**src/rtl/pipeline_hazard_ctrl_pkg.sv**
```systemverilog
// Shared encodings for the pipeline hazard controller: forwarding selects
// and halt/resume FSM state codes.
package pipeline_hazard_ctrl_pkg;

  localparam int FWD_SEL_BIT = 2;

  localparam logic [FWD_SEL_BIT-1:0] FWD_RF = 2'd0;
  localparam logic [FWD_SEL_BIT-1:0] FWD_EX = 2'd1;
  localparam logic [FWD_SEL_BIT-1:0] FWD_DM = 2'd2;

  typedef enum logic [1:0] {
    HZ_RUN    = 2'd0,
    HZ_HALTED = 2'd1,
    HZ_RESUME = 2'd2
  } hz_state_e;

  // Forwarding select for one ID source; EX outranks DM, r0 never forwards.
  function automatic logic [FWD_SEL_BIT-1:0] fwd_pick(
    input logic       use_src,
    input logic [4:0] req,
    input logic       ex_w_en,
    input logic       ex_is_load,
    input logic [4:0] ex_req_w,
    input logic       dm_w_en,
    input logic [4:0] dm_req_w
  );
    logic [FWD_SEL_BIT-1:0] sel;
    sel = FWD_RF;
    if (use_src && (req != 5'd0) && ex_w_en && !ex_is_load && (ex_req_w == req)) begin
      sel = FWD_EX;
    end else if (use_src && (req != 5'd0) && dm_w_en && (dm_req_w == req)) begin
      sel = FWD_DM;
    end else begin
      sel = FWD_RF;
    end
    return sel;
  endfunction

endpackage

```
**src/rtl/pipeline_hazard_ctrl_sat_counter.sv**
```systemverilog
// Saturating up-counter used for the stall and flush performance counters.
module sat_counter #(
  parameter int W = 32
) (
  input  logic         clk,
  input  logic         rst_n,
  input  logic         inc,
  output logic [W-1:0] q
);

  logic [W-1:0] cnt_r;

  // Count up on inc, holding at all-ones instead of wrapping.
  always_ff @(posedge clk or negedge rst_n) begin
    if (!rst_n) begin
      cnt_r <= {W{1'b0}};
    end else if (inc && (cnt_r != {W{1'b1}})) begin
      cnt_r <= cnt_r + {{(W-1){1'b0}}, 1'b1};
    end else begin
      cnt_r <= cnt_r;
    end
  end

  assign q = cnt_r;

endmodule

```
**src/rtl/pipeline_hazard_ctrl.sv**
```systemverilog
// Stage-register control for the 5-stage core: stall/flush/freeze decisions,
// ID-stage forwarding selects, halt/resume FSM and performance counters.
module pipeline_hazard_ctrl
  import pipeline_hazard_ctrl_pkg::*;
#(
  parameter int CNT_W     = 32,
  parameter int FWD_SEL_W = 2
) (
  input  logic                 clk,
  input  logic                 rst_n,
  input  logic [4:0]           id_req_a,
  input  logic [4:0]           id_req_b,
  input  logic                 id_use_a,
  input  logic                 id_use_b,
  input  logic                 id_jump,
  input  logic [4:0]           ex_req_w,
  input  logic                 ex_w_en,
  input  logic                 ex_is_load,
  input  logic                 ex_branch_taken,
  input  logic [4:0]           dm_req_w,
  input  logic                 dm_w_en,
  input  logic                 mem_busy,
  input  logic                 wb_halt,
  input  logic                 resume,
  output logic                 pc_en,
  output logic                 if_id_en,
  output logic                 if_id_stall,
  output logic                 if_id_clr_n,
  output logic                 id_ex_en,
  output logic                 id_ex_clr_n,
  output logic                 ex_dm_en,
  output logic                 ex_dm_clr_n,
  output logic                 dm_wb_en,
  output logic                 dm_wb_clr_n,
  output logic [FWD_SEL_W-1:0] fwd_a_sel,
  output logic [FWD_SEL_W-1:0] fwd_b_sel,
  output logic                 halted,
  output logic [CNT_W-1:0]     stall_cnt,
  output logic [CNT_W-1:0]     flush_cnt
);

  hz_state_e state_r;
  hz_state_e state_nxt_s;
  logic      resume_q_r;
  logic      resume_rise_s;
  logic      load_use_s;
  logic      freeze_s;
  logic      stall_inc_s;
  logic      flush_inc_s;
  logic [FWD_SEL_BIT-1:0] sel_a_s;
  logic [FWD_SEL_BIT-1:0] sel_b_s;

  assign resume_rise_s = resume & ~resume_q_r;

  assign load_use_s = ex_is_load & ex_w_en & (ex_req_w != 5'd0) &
                      ((id_use_a & (id_req_a == ex_req_w)) |
                       (id_use_b & (id_req_b == ex_req_w)));

  // RESUME deliberately ignores wb_halt so the halt instruction can drain.
  assign freeze_s = (state_r == HZ_HALTED) || ((state_r == HZ_RUN) && wb_halt) || mem_busy;

  // FSM state and resume edge-detect registers.
  always_ff @(posedge clk or negedge rst_n) begin
    if (!rst_n) begin
      state_r    <= HZ_RUN;
      resume_q_r <= 1'b0;
    end else begin
      state_r    <= state_nxt_s;
      resume_q_r <= resume;
    end
  end

  // Next-state logic for the halt/resume FSM.
  always_comb begin
    state_nxt_s = state_r;
    case (state_r)
      HZ_RUN: begin
        if (wb_halt && !mem_busy) begin
          state_nxt_s = HZ_HALTED;
        end else begin
          state_nxt_s = HZ_RUN;
        end
      end
      HZ_HALTED: begin
        if (resume_rise_s) begin
          state_nxt_s = HZ_RESUME;
        end else begin
          state_nxt_s = HZ_HALTED;
        end
      end
      HZ_RESUME: state_nxt_s = HZ_RUN;
      default:   state_nxt_s = HZ_RUN;
    endcase
  end

  // Prioritised stage-register control and counter increments.
  always_comb begin
    pc_en       = 1'b1;
    if_id_en    = 1'b1;
    if_id_stall = 1'b0;
    if_id_clr_n = 1'b1;
    id_ex_en    = 1'b1;
    id_ex_clr_n = 1'b1;
    ex_dm_en    = 1'b1;
    ex_dm_clr_n = 1'b1;
    dm_wb_en    = 1'b1;
    dm_wb_clr_n = 1'b1;
    stall_inc_s = 1'b0;
    flush_inc_s = 1'b0;
    if (freeze_s) begin
      pc_en       = 1'b0;
      if_id_en    = 1'b0;
      if_id_stall = 1'b1;
      id_ex_en    = 1'b0;
      ex_dm_en    = 1'b0;
      dm_wb_en    = 1'b0;
    end else if (ex_branch_taken) begin
      // ID holds a wrong-path instruction, so a branch beats load-use.
      if_id_clr_n = 1'b0;
      id_ex_clr_n = 1'b0;
      flush_inc_s = 1'b1;
    end else if (load_use_s) begin
      pc_en       = 1'b0;
      if_id_en    = 1'b0;
      if_id_stall = 1'b1;
      id_ex_clr_n = 1'b0;
      stall_inc_s = 1'b1;
    end else if (id_jump) begin
      if_id_clr_n = 1'b0;
    end else begin
      pc_en = 1'b1;
    end
  end

  assign sel_a_s = fwd_pick(id_use_a, id_req_a, ex_w_en, ex_is_load, ex_req_w, dm_w_en, dm_req_w);
  assign sel_b_s = fwd_pick(id_use_b, id_req_b, ex_w_en, ex_is_load, ex_req_w, dm_w_en, dm_req_w);

  assign fwd_a_sel = FWD_SEL_W'(sel_a_s);
  assign fwd_b_sel = FWD_SEL_W'(sel_b_s);
  assign halted    = (state_r == HZ_HALTED);

  sat_counter #(.W(CNT_W)) u_stall_cnt (
    .clk   (clk),
    .rst_n (rst_n),
    .inc   (stall_inc_s),
    .q     (stall_cnt)
  );

  sat_counter #(.W(CNT_W)) u_flush_cnt (
    .clk   (clk),
    .rst_n (rst_n),
    .inc   (flush_inc_s),
    .q     (flush_cnt)
  );

endmodule
```
**config.mk**
```make
export PLATFORM = sky130hd
export DESIGN_NAME = pipeline_hazard_ctrl
export DESIGN_NICKNAME = d
export VERILOG_FILES = /design/src/rtl/pipeline_hazard_ctrl_pkg.sv /design/src/rtl/pipeline_hazard_ctrl_sat_counter.sv /design/src/rtl/pipeline_hazard_ctrl.sv
export SDC_FILE = /design/constraint.sdc
export NUM_CORES = 1
export LEC_CHECK = 0
export ABC_AREA = 1
export BUFFER_PORTS_ARGS = -buffer_cell sky130_fd_sc_hd__buf_2
export CORE_MARGIN = 3
export CORE_UTILIZATION = 35
export DETAILED_ROUTE_END_ITERATION = 16
export PLACE_DENSITY = 0.61
export SLEW_MARGIN = 30
export SYNTH_ARGS = -nofsm -noshare
export SYNTH_HDL_FRONTEND = slang
export SYNTH_SLANG_ARGS = --single-unit
```
**constraint.sdc**
```tcl
create_clock -name clk -period 5.15 [get_ports clk]
set_input_delay 0 -clock clk [delete_from_list [all_inputs] [get_ports clk]]
set_output_delay 0 -clock clk [all_outputs]
set_load 0.005 [all_outputs]
```
* Yosys cells after proc, flatten, opt, wreduce, memory -nomap -nowiden *
Index checks and enable logic that the tools add are counted.

word-level totals
  bits in registers = 67
  output and inout bits = 79
  bits of input ports = 32
  word-level logic and storage cells = 70

cells by class
  bitwise logic cells = 8
  muxes and demuxes = 23
  reduce and logical (&&, ||, !) cells = 24
  equality and inequality tests = 9
  $add $sub $neg = 2

operator list
  cell                     count
  $add A32 B1 Y32 const B  2
  $ne A32 B32 Y1 const B   2
  $eq A5 B5 Y1             6
  $mux W1                  17
  $logic_and A1 B1 Y1      16
  $reduce_bool A5 Y1       3
  $mux W2                  5
  $and A1 B1 Y1            6
  $pmux W2 S2              1
  $eq A2 B1 Y1 const B     1
  $logic_not A1 Y1         2
  $logic_not A2 Y1         1
  $logic_or A1 B1 Y1       2
  $not A1 Y1               1
  $or A1 B1 Y1             1

* Longest topological paths before layout *
Gate-level depths: netlist of the first run.

  depth after elaboration = 8
  depth in mapped cells = 11
  depth with buffers taken out = 11

* By module *
A second synthesis of the first run with hierarchy kept.

unflattened totals
  cell total of the unflattened synthesis = 780
  area, all modules = 5013.6 sq um

by module, submodules not included
  module                area each (sq um)  times used  sequential area each (sq um)  cells an instance
  sat_counter           2190.9             2           800.8                         333
  pipeline_hazard_ctrl  631.9              1           75.1                          114

* Least setup slack after synthesis of the first run *
OpenSTA, ideal clock, no wires.

  path kind = reg-to-reg
  start point = register u_stall_cnt.cnt_r[0] (netlist: u_stall_cnt.q[0])
  end point = register u_stall_cnt.cnt_r[29] (netlist: u_stall_cnt.q[29])
  slack = 3482 ps
  clock period less this slack = 1668 ps
  arrival = 1547 ps
  path buffers = 1
  stages on the path, launching flop included = 12
  setup time = 121 ps
  cell sequence = dfrtp_1 -> ha_1 -> nand2_1 -> nor2_1 -> nand3_2 -> nor3_2 -> nand2_2 -> buf_6 -> nand3_1 -> inv_1 -> nand3_2 -> nand2_1

on the way
  longest elaborated chain between the ends = 2
  elaborated cells between the ends (all ways) = 3
  classes of those cells = 1 x add/sub; 1 x eq/ne; 1 x reduce/logical

RTL lines
  item                                                                     line                                    RTL
  start: declaration                                                       pipeline_hazard_ctrl_sat_counter.sv:11  logic [W-1:0] cnt_r;
  start signal: assignment                                                 pipeline_hazard_ctrl_sat_counter.sv:16  cnt_r <= {W{1'b0}};
  start signal: assignment                                                 pipeline_hazard_ctrl_sat_counter.sv:18  cnt_r <= cnt_r + {{(W-1){1'b0}}, 1'b1};
  start signal: assignment                                                 pipeline_hazard_ctrl_sat_counter.sv:20  cnt_r <= cnt_r;
  parallel branches: the longest is 2 deep, another holds $add A32 B1 Y32  -

Parallel ways; which one is timed is not known.
A chain may end at the register's enable or synchronous reset.

* Worst setup path in the final report of the first run *
  start point = register state_r[0]
  end point = register u_stall_cnt.cnt_r[21] (netlist: u_stall_cnt.q[21])

on the way
  longest elaborated chain between the ends = 6
  elaborated cells between the ends (all ways) = 7
  classes of those cells = 1 x eq/ne; 1 x mux; 5 x reduce/logical

RTL lines
  item                                 line                                    RTL
  start: declaration                   pipeline_hazard_ctrl.sv:42              hz_state_e state_r;
  start signal: assignment             pipeline_hazard_ctrl.sv:68              state_r <= state_nxt_s;
  $logic_not A2 Y1                     pipeline_hazard_ctrl.sv:60              assign freeze_s = (state_r == HZ_HALTED) || ((state_r == HZ_RUN) && wb_halt) || mem_busy;
  $logic_and A1 B1 Y1                  pipeline_hazard_ctrl.sv:60
  $logic_or A1 B1 Y1 (*) (2 in a row)  pipeline_hazard_ctrl.sv:60
  $mux W1 (*)                          pipeline_hazard_ctrl.sv:110             if (freeze_s) begin
  $logic_and A1 B1 Y1 (*)              pipeline_hazard_ctrl_sat_counter.sv:17  end else if (inc && (cnt_r != {W{1'b1}})) begin

Every way passes the cells marked *; elsewhere a longest branch is shown, timed or not.

==> results.md, run 1 <==
- Outcome: complete, no violations
- Final hold vios: 0
- Via density: 4.657
- Startpoint Class: register
- Crit path kind: register to register
- Chip height: 122.0 µm
- Initial DRT Pass Iterations: 5
- Setup tns final: 0 ns
- Setup bufs post-CTS: 0
- Final Worst Setup Slack: 2.932 ns
- Placed cells: 944
- Vias in the first global route: 4390
- 1st-iter DRT viols: 174
- CTS root buffer: clkbuf_16
- Area contributors post-synth: dfrtp_1 (36%), nand2_1 (15%), inv_1 (9.0%)
- Post-Syn Area: 4706 µm²
- # nets final: 821
- First-pass GRT wire length: 21.05 mm
- Io pins: 111
- Largest net degree at the start of global routing: 68
- Deepest clock path buffer count: 2
- Setup slack after placement: 2.908 ns
- Initial core utilization: 36.55%
- Number of synthesized register bits: 67
- Final setup viols: 0
- Slew margin rel.: 39.92%
- Die width: 122.0 µm
- Worst EP arrival: 2.44 ns
- Max FO, Critical Path: 31
- Leading area contributor after synthesis: dfrtp_1
- CTS HTree Levels: 3
- Vias: 4489
- Clock Skews: 0.01035 ns
- Post-route cell area: 5689 µm²
- Routed length per instance: 12.76 µm
- Mapped Cells: 679
- Routed Antenna Nets: 0
- RSZ-0062 raised after global routing: no
- Synthesized area per cell: 6.930 µm²
- Total Die Area: 14870 µm²
- Worst-skew pair later-pin latency: 0.34 ns
- CTS tree: yes
- Worst-Margin Slew: 0.8991 ns
- Period utilisation layout: 43.08%
- CTS clk-pin slew, worst paths: 0.06 ns
- Psw: 0.0006889 W
- Cell variety after synth: 36
- Core region area: 12880 µm²
- Sw Share: 36.78%
- Layout Area Growth over Synthesis: 20.90%
- Initial antenna violation count: 0
- CTS Sinks: 67
- Logic pwr share: 31.6%
- Placed Area: 5335 µm²
- Final wirelength: 12.30 mm
- Req. time, crit path: 5.37 ns
- Worst hold path type: input port to register
- I/O Buffers: 108
- GRT Resource Usage Total: 17.72%
- Sequential area share after synthesis: 35.63%
- Min Hold Slack: 0.1279 ns
- Residual DRC: 0
- Post-layout min period: 2.218 ns
- Reg power frac: 33.4%
- Grt total ovfl: 0
- Row count: 41
- Static Leakage: 3.123 nW
- Synth top area share: 35.63%
- Share of cells above drive strength 1: 19.57%
- Clock power share: 35.0%
- Pwr dens: 329.3 nW/µm²
- Internal Power: 0.001184 W
- Gpl congestion: 0.9041
- YS warnings: 0
- Maximum clock rate: 0.4508 GHz
- Hpwl dp: 9.275 mm
- Non-filler cells, final: 964
- Fin. max-slew vios: 0
- Setup crit end kind: register
- Total of max-cap violations: 0
- Number of diodes: 0
- CTS Buf Count: 9
- VDD IR max: 0.1401 mV
cell type report:
type	count	area, µm²
fillers	1362	7187
multi-input cells	475	2441
flip-flops and latches	67	1677
repair buffers	113	591.8
inverters	121	454.2
clock buffers	11	232.7
well taps	172	215.2
clock inverters	5	77.57
kinds of logic after synthesis:
kind of cell	count (synthesis)	synth area share, %
AO/OA/AOI/OAI	52	7.525
other	1	0.07969
flip-flops	67	35.63
adder cells (fa/ha/maj)	2	0.5317
XOR/XNOR	36	6.700
buffers and inverters	138	12.58
AND/OR/NAND/NOR	383	36.96
flip-flops by register name (all words and copies together) (netlist names):
register	cells
u_flush_cnt.q	32
state_r	2
resume_q_r	1
u_stall_cnt.q	32
final timing paths:
check | from | endpoint | slack, ns | cells after the start
max | state_r[0] | u_stall_cnt.q[21] | 2.93 | 8
max reg2reg | state_r[0] | u_stall_cnt.q[21] | 2.93 | 8
max in group asynchronous | rst_n | u_stall_cnt.q[8] | 4.39 | 3
min | ex_branch_taken | u_stall_cnt.q[0] | 0.13 | 5
min in group asynchronous | rst_n | u_flush_cnt.q[15] | 0.30 | 3
min reg2reg | resume_q_r | state_r[1] | 0.45 | 1
power by group through the flow:
stage               logic, W  registers, W  clock network (W)
finish              0.000592      0.000625           0.000657
global route        0.000692      0.000632           0.000698
CTS                 0.000597      0.000624           0.000675
detailed placement  0.000587      0.000633                  0
global placement    0.000584      0.000633                  0
floorplan           0.000445      0.000623                  0
synth_stat cells, drive strengths merged:
master and instances:
nand3 65, and2 1, o2111ai 1, o31ai 1, nor3 27, conb 1, buf 17, dfrtp 67
o21bai 32, o22ai 3, a21oi 2, o211ai 1, nor3b 2, nor4 7, xnor2 13, nand4 14
xor2 23, o21ai 11, nor2 69, nand3b 4, nand2 194, inv 121, ha 2, a31oi 1
worst max-delay path, stage by stage, from the launching register on:
cell	delay (ns)
dfrtp_1	0.38
inv_1	0.07
nor2_1	0.05
nor2_1	0.08
nand2_1	0.08
inv_1	0.19
nand4_2	0.73
o21bai_1	0.42
nand2_1	0.08
what timing repair did:
action	4_1_cts	5_1_grt
hold buffers	4	0
resized for setup	0	0
endpoints found under the hold margin	70	0
metal layers:
metal / track usage (%) / wire length [µm] / part of all wire (%)
met5: 0 / 0 / 0
met2: 29.80 / 5874 / 48
met1: 22.87 / 5700 / 46
met4: 5.602 / 191 / 1.6
met3: 3.668 / 536 / 4.4
cells in the final DEF (no fill, tap or decap), types with 13 or more instances in the layout:
| cell | instances |
|---|---|
| buf_2 | 108 |
| dfrtp_1 | 67 |
| inv_1 | 113 |
| nand2_1 | 187 |
| nand3_1 | 60 |
| nand4_1 | 13 |
| nor2_1 | 63 |
| nor3_1 | 23 |
| o21bai_1 | 32 |
| xnor2_1 | 13 |
| xor2_1 | 23 |
through the flow:
| step | utilization [%] | power, W |
|---|---|---|
| after CTS | 44.16 | 0.001895 |
| final | 44.18 | 0.001873 |
| after detailed placement | 41.43 | 0.001220 |
| after global routing | 44.18 | 0.002022 |
| after floorplan | - | 0.001068 |
| after global placement | 41.43 | 0.001217 |
(Power assumes the default switching activity.)
==> inputs of run 2 (changes only) <==
--- a/config.mk
+++ b/config.mk
@@ -10,7 +10,7 @@
 export CORE_MARGIN = 3
 export CORE_UTILIZATION = 35
 export DETAILED_ROUTE_END_ITERATION = 16
-export PLACE_DENSITY = 0.61
+export PLACE_DENSITY = 0.63
 export SLEW_MARGIN = 30
 export SYNTH_ARGS = -nofsm -noshare
 export SYNTH_HDL_FRONTEND = slang
==> constraint.sdc (replaced) <==
create_clock -name clk -period 1.9 [get_ports clk]
set_input_delay 0 -clock clk [delete_from_list [all_inputs] [get_ports clk]]
set_output_delay 0 -clock clk [all_outputs]
set_load 0.005 [all_outputs]
==> run 2 against run 1 <==
Worst setup slack worse by 2.8 ns. Cell count up 2.3%. Cell area up 2.9%. Wire length up 0.98%. Die area unchanged. Utilization up 1.3 points. Register-to-register slack worse by 2.8 ns. Critical path depth up 2. Sequential share of layout area down 0.82 points. Via count up 4.1%. Maximum frequency up 27%. Global-route usage down 0.33 points.
==> results.md, run 2 (synthesis results as in run 1) <==
- Worst hold path type: input port to asynchronous set/reset pin
- CTS clk-pin slew, worst paths: 0.06 ns (about the same)
- Share of cells above drive strength 1: 22.60% (+3.0 points)
- Routed Antenna Nets: 0 (unchanged)
- Commonest non-fill, non-tap cells in the layout: nand2_1 (187), inv_1 (112), buf_2 (108)
- Die width: 122.0 µm (unchanged)
- Reg power frac: 33.7% (+0.3 points)
- Initial core utilization: 36.55% (unchanged)
- Io pins: 111 (unchanged)
- First-pass GRT wire length: 20.56 mm (-2.3%)
- Worst-skew pair later-pin latency: 0.34 ns (about the same)
- CTS tree: yes
- Req. time, crit path: 2.12 ns (-3.25 ns)
- Grt total ovfl: 0 (unchanged)
- RSZ-0062 raised after global routing: no
- Commonest non-fill, non-tap cell in the layout: nand2_1
- Finished Core Util: 45.48% (+1.3 points)
- Maximum clock rate: 0.5718 GHz (+27%)
- Post-layout min period: 1.749 ns (-0.4697 ns)
- Sw Share: 38.05% (+1.3 points)
- Reg-to-Reg End: u_flush_cnt.q[19]
- GRT Resource Usage Total: 17.39% (-0.33 points)
- Clock power share: 30.6% (-4.4 points)
- Hpwl dp: 9.502 mm (+2.4%)
- Pwr dens: 847.8 nW/µm² (+160%)
- Outcome: complete, no violations
- Initial antenna violation count: 0 (unchanged)
- CTS root buffer: clkbuf_16
- 1st-iter DRT viols: 276 (+59%)
- Worst R2R Setup Slack: 0.15 ns (-2.78 ns)
- Clock Skews: 0.006718 ns (-0.003628 ns)
- Deepest clock path buffer count: 2 (unchanged)
- Initial DRT Pass Iterations: 5 (unchanged)
- Gpl congestion: 0.9102 (+0.67%)
- Setup crit end kind: register
- Crit path kind: register to register
- I/O Buffers: 108 (unchanged)
- Number of diodes: 0 (unchanged)
- Final hold vios: 0 (unchanged)
- CTS HTree Levels: 3 (unchanged)
- Total Die Area: 14870 µm² (unchanged)
- Min Hold Slack: 0.1026 ns (-0.02532 ns)
- CTS Buf Count: 9 (unchanged)
- Total of max-cap violations: 0 (unchanged)
- Setup tns final: 0 ns (unchanged)
- R2R cell count: 10 (+2)
- Residual DRC: 0 (unchanged)
- Core region area: 12880 µm² (unchanged)
- Final setup viols: 0 (unchanged)
- Vias: 4674 (+4.1%)
- Internal Power: 0.003075 W (+160%)
- R2R Path Start: u_flush_cnt.q[0]
- Final wirelength: 12.42 mm (+0.98%)
- Vias in the first global route: 4301 (-2.0%)
- Fin. max-slew vios: 0 (unchanged)
- Via density: 4.740 (+1.8%)
- VDD IR max: 0.4185 mV (+200%)
- Worst EP arrival: 1.96 ns (-0.48 ns)
- Chip height: 122.0 µm (unchanged)
- Row count: 41 (unchanged)
- Max FO, Critical Path: 13 (-58%)
- Period utilisation layout: 92.04% (+49 points)
- # nets final: 844 (+2.8%)
- Largest net degree at the start of global routing: 55 (-19%)
- Psw: 0.001889 W (+170%)
- Layout Area Growth over Synthesis: 24.44%
- Routed length per instance: 12.60 µm (-1.3%)
- Static Leakage: 3.222 nW (+3.2%)
- Startpoint Class: register
- Logic pwr share: 35.6% (+4.0 points)
- CTS Sinks: 67 (unchanged)
run 2: power by group through the flow:
stage / logic [W] / registers, W / clock network (W)
after floorplan: 0.00121 / 0.00169 / 0
after global placement: 0.00172 / 0.00169 / 0
after detailed placement: 0.00173 / 0.00169 / 0
after CTS: 0.00176 / 0.00167 / 0.00156
after global routing: 0.00204 / 0.00169 / 0.00164
final: 0.00177 / 0.00167 / 0.00152
run 2: worst max-delay path, cell delays in order (launching register included):
cell and delay, ns:
dfrtp_1 0.39, ha_1 0.15, inv_1 0.08, nor2_4 0.14, nand2_2 0.08, nor2_2 0.14
nand2_1 0.10, nand2_4 0.13, buf_4 0.21, nor2_1 0.07, xor2_1 0.14
run 2: through the flow:
| stage | instances | total power, W | cell area [µm²] | setup WS, ns |
|---|---|---|---|---|
| 3_3_place_gp | 966 | 0.003414 | 5525 | 0.04683 |
| 3_5_place_dp | 966 | 0.003426 | 5525 | 0.01058 |
| 4_1_cts | 985 | 0.004995 | 5829 | 0.07883 |
| 2_1_floorplan | 680 | 0.002896 | 4710 | 0.2318 |
| 5_1_grt | 986 | 0.005368 | 5856 | 0.001001 |
| 6_report | 986 | 0.004965 | 5856 | 0.1512 |
run 2: final cells by class:
type,count,area [µm²]
fill,1386,7020
clock inverter,3,15.01
inverter,121,456.7
tap,172,215.2
timing repair buffer,136,785.8
clock buffer,12,246.5
sequential,67,1678
multi-input combinational,475,2459
run 2: routing by layer:
metal / vias up / wire [µm] / track usage [%]
li1: 2396 / - / -
met1: 2142 / 5981 / 23.83
met2: 127 / 5629 / 27.59
met3: 9 / 747 / 4.968
met4: 0 / 65 / 3.501
met5: - / 0 / 0
run 2: repair_timing:
action,in CTS,in global routing
endpoints found under the hold margin,70,0
hold buffers,4,0
pin swaps,0,1
setup endpoints to repair,1,16
cloned,0,0
gates resized for setup,1,8
setup buffers,0,1
run 2: how the worst max path moves through the flow:
stage	endpoint	slack [ns]	from	cells after the start
floorplan	u_stall_cnt.q[29]	0.23	u_stall_cnt.q[0]	11
global placement	u_flush_cnt.q[4]	0.05	state_r[0]	9
detailed placement	u_flush_cnt.q[22]	0.01	state_r[0]	9
CTS	u_flush_cnt.q[22]	0.08	u_flush_cnt.q[0]	10
global route	u_flush_cnt.q[19]	0.001	u_flush_cnt.q[4]	7
finish	u_flush_cnt.q[19]	0.15	u_flush_cnt.q[0]	10
==> inputs of run 3 (changes only) <==
--- a/config.mk
+++ b/config.mk
@@ -8,9 +8,9 @@
 export ABC_AREA = 1
 export BUFFER_PORTS_ARGS = -buffer_cell sky130_fd_sc_hd__buf_2
 export CORE_MARGIN = 3
-export CORE_UTILIZATION = 35
+export CORE_UTILIZATION = 49
 export DETAILED_ROUTE_END_ITERATION = 16
-export PLACE_DENSITY = 0.63
+export PLACE_DENSITY = 0.82
 export SLEW_MARGIN = 30
 export SYNTH_ARGS = -nofsm -noshare
 export SYNTH_HDL_FRONTEND = slang
==> run 3 against run 2 <==
Utilization up 16 points. Non-clock buffer count up 3. Register-to-register slack worse by 0.04 ns.
==> results.md, run 3 (synthesis results as in run 1) <==
- Placed cells: 922 (-4.6%)
- Largest net degree at the start of global routing: 32 (-42%)
- Core region area: 9284 µm² (-28%)
- Worst EP arrival: 2.01 ns (+0.05 ns)
- Post-layout min period: 1.791 ns (+0.04238 ns)
- Worst-skew pair later-pin latency: 0.35 ns (about the same)
- Initial core utilization: 50.69% (+14 points)
- Vias: 4692 (+0.39%)
- Clock Skews: 0.01051 ns (+0.003790 ns)
- Critical Path Max Stage Delay: 0.41 ns (+0.02 ns)
- First-pass GRT wire length: 19.93 mm (-3.1%)
- Top delay family on crit path: simple AND/OR/NAND/NOR gates
- Critical Path, Cell by Cell: ha_1 -> inv_1 -> nor2_4 -> nand2_2 -> nor2_2 -> nand2_1 -> nand2_4 -> inv_2 -> nand2_1 -> xnor2_1
- Crit path kind: register to register
- CTS root buffer: clkbuf_8
- Worst hold path type: input port to register
- Most frequent cell on the critical path: nand2_1
- Total Die Area: 10820 µm² (-27%)
- Critical path depth in cells: 10 (unchanged)
- Final wirelength: 11.85 mm (-4.6%)
- R2R cell count: 10 (unchanged)
- Finished Core Util: 61.97% (+16 points)
- Max FO, Critical Path: 21 (+8)
- Routed Antenna Nets: 0 (unchanged)
- Share of cells above drive strength 1: 23.47% (+0.87 points)
- Row count: 35 (-15%)
- Startpoint Class: register
- Hpwl dp: 9.258 mm (-2.6%)
- CTS Buf Count: 9 (unchanged)
- Outcome: complete, no violations
- Residual DRC: 0 (unchanged)
- RSZ-0062 raised after global routing: yes
- Period utilisation layout: 94.27% (+2.2 points)
- CTS Sinks: 67 (unchanged)
- Hold depth: 6
- Die width: 104.0 µm (-15%)
- Final setup viols: 0 (unchanged)
- CTS HTree Levels: 3 (unchanged)
- Pwr dens: 786.9 nW/µm² (-7.2%)
- Critical path's slowest cell: dfrtp_1
- CTS tree: yes
- Commonest non-fill, non-tap cells in the layout: nand2_1 (185), inv_1 (113), buf_2 (108)
- Non-filler cells, final: 947 (-4.0%)
- Initial antenna violation count: 0 (unchanged)
- GRT Resource Usage Total: 22.04% (+4.6 points)
- Routed length per instance: 12.51 µm (-0.70%)
- Deepest clock path buffer count: 2 (unchanged)
- Maximum clock rate: 0.5583 GHz (-2.4%)
- Commonest non-fill, non-tap cell in the layout: nand2_1
- Final Worst Setup Slack: 0.1089 ns (-0.04238 ns)
- Chip height: 104.0 µm (-15%)
- Initial DRT Pass Iterations: 5 (unchanged)
- Fin. max-slew vios: 0 (unchanged)
- # nets final: 847 (+0.36%)
- CTS clk-pin slew, worst paths: 0.07 ns (about the same)
- Total of max-cap violations: 0 (unchanged)
- I/O Buffers: 108 (unchanged)
- Req. time, crit path: 2.12 ns (about the same)
- Setup crit end kind: register
- Vias in the first global route: 4439 (+3.2%)
- Via density: 4.955 (+4.5%)
- 1st-iter DRT viols: 188 (-32%)
- Number of diodes: 0 (unchanged)
- Gpl congestion: 0.9401 (+3.3%)
- VDD IR max: 0.6034 mV (+44%)
- Final hold vios: 0 (unchanged)
- Setup slack after placement: 0.07209 ns (+0.06151 ns)
- Grt total ovfl: 0 (unchanged)
- CP bufs+invs: 2 (unchanged)
- Io pins: 111 (unchanged)
- Static Leakage: 3.208 nW (-0.44%)
- Layout Area Growth over Synthesis: 22.25%
[run 3: report_power, final]
| part | leakage, nW | internal, W | total (W) | switching (W) |
|---|---|---|---|---|
| logic | 2.36 | 0.000660 | 0.00180 | 0.00114 |
| registers | 0.752 | 0.00154 | 0.00167 | 0.000132 |
| clock network | 0.0928 | 0.000503 | 0.00105 | 0.000549 |
[run 3: metal layers]
metal  wire [µm]  vias up  global-route usage, %
met4         128        0                  4.653
met5           0        -                      0
met3         685       11                  5.525
li1            -     2409                      -
met1        5023     2135                  26.86
met2        6012      137                  39.42
[run 3: tightest hold or removal path, stage by stage]
cell     delay, ns
buf_2         0.07
nand2_1       0.06
nand2_1       0.10
nor2_1        0.06
nand3_1       0.07
nand2_1       0.05
[run 3: stage by stage]
stage	area (µm²)	TNS, ns	total power, W	hold WS (ns)
2_1_floorplan	4710	0	0.002896	-0.2956
3_3_place_gp	5451	0	0.003336	-0.005423
3_5_place_dp	5451	0	0.003370	-0.007411
4_1_cts	5662	0	0.004448	0.1104
5_1_grt	5753	-0.03077	0.004901	0.1512
6_report	5753	0	0.004527	0.1111
[run 3: final timing paths]
path / startpoint / endpoint / slack, ns
setup / recovery: u_flush_cnt.q[0] / u_flush_cnt.q[10] / 0.11
hold / removal: wb_halt / u_stall_cnt.q[0] / 0.11
setup reg to reg: u_flush_cnt.q[0] / u_flush_cnt.q[10] / 0.11
hold reg to reg: resume_q_r / state_r[1] / 0.42
max in group asynchronous: rst_n / u_stall_cnt.q[14] / 1.06
min in group asynchronous: rst_n / u_flush_cnt.q[21] / 0.14
[run 3: repair_timing]
action	CTS	global route
hold buffers	4	0
endpoints found under the setup margin	0	43
setup buffers	0	5
hold endpoints to repair	24	0
resized for setup	0	15
[run 3: final cells by class]
cell class	instances	area, µm²
fill	865	3531
multi-input combinational	475	2489
timing repair buffer	139	799.5
clock buffer	11	141.4
inverter	121	454.2
clock inverter	5	28.78
sequential	67	1679
tap	129	161.4
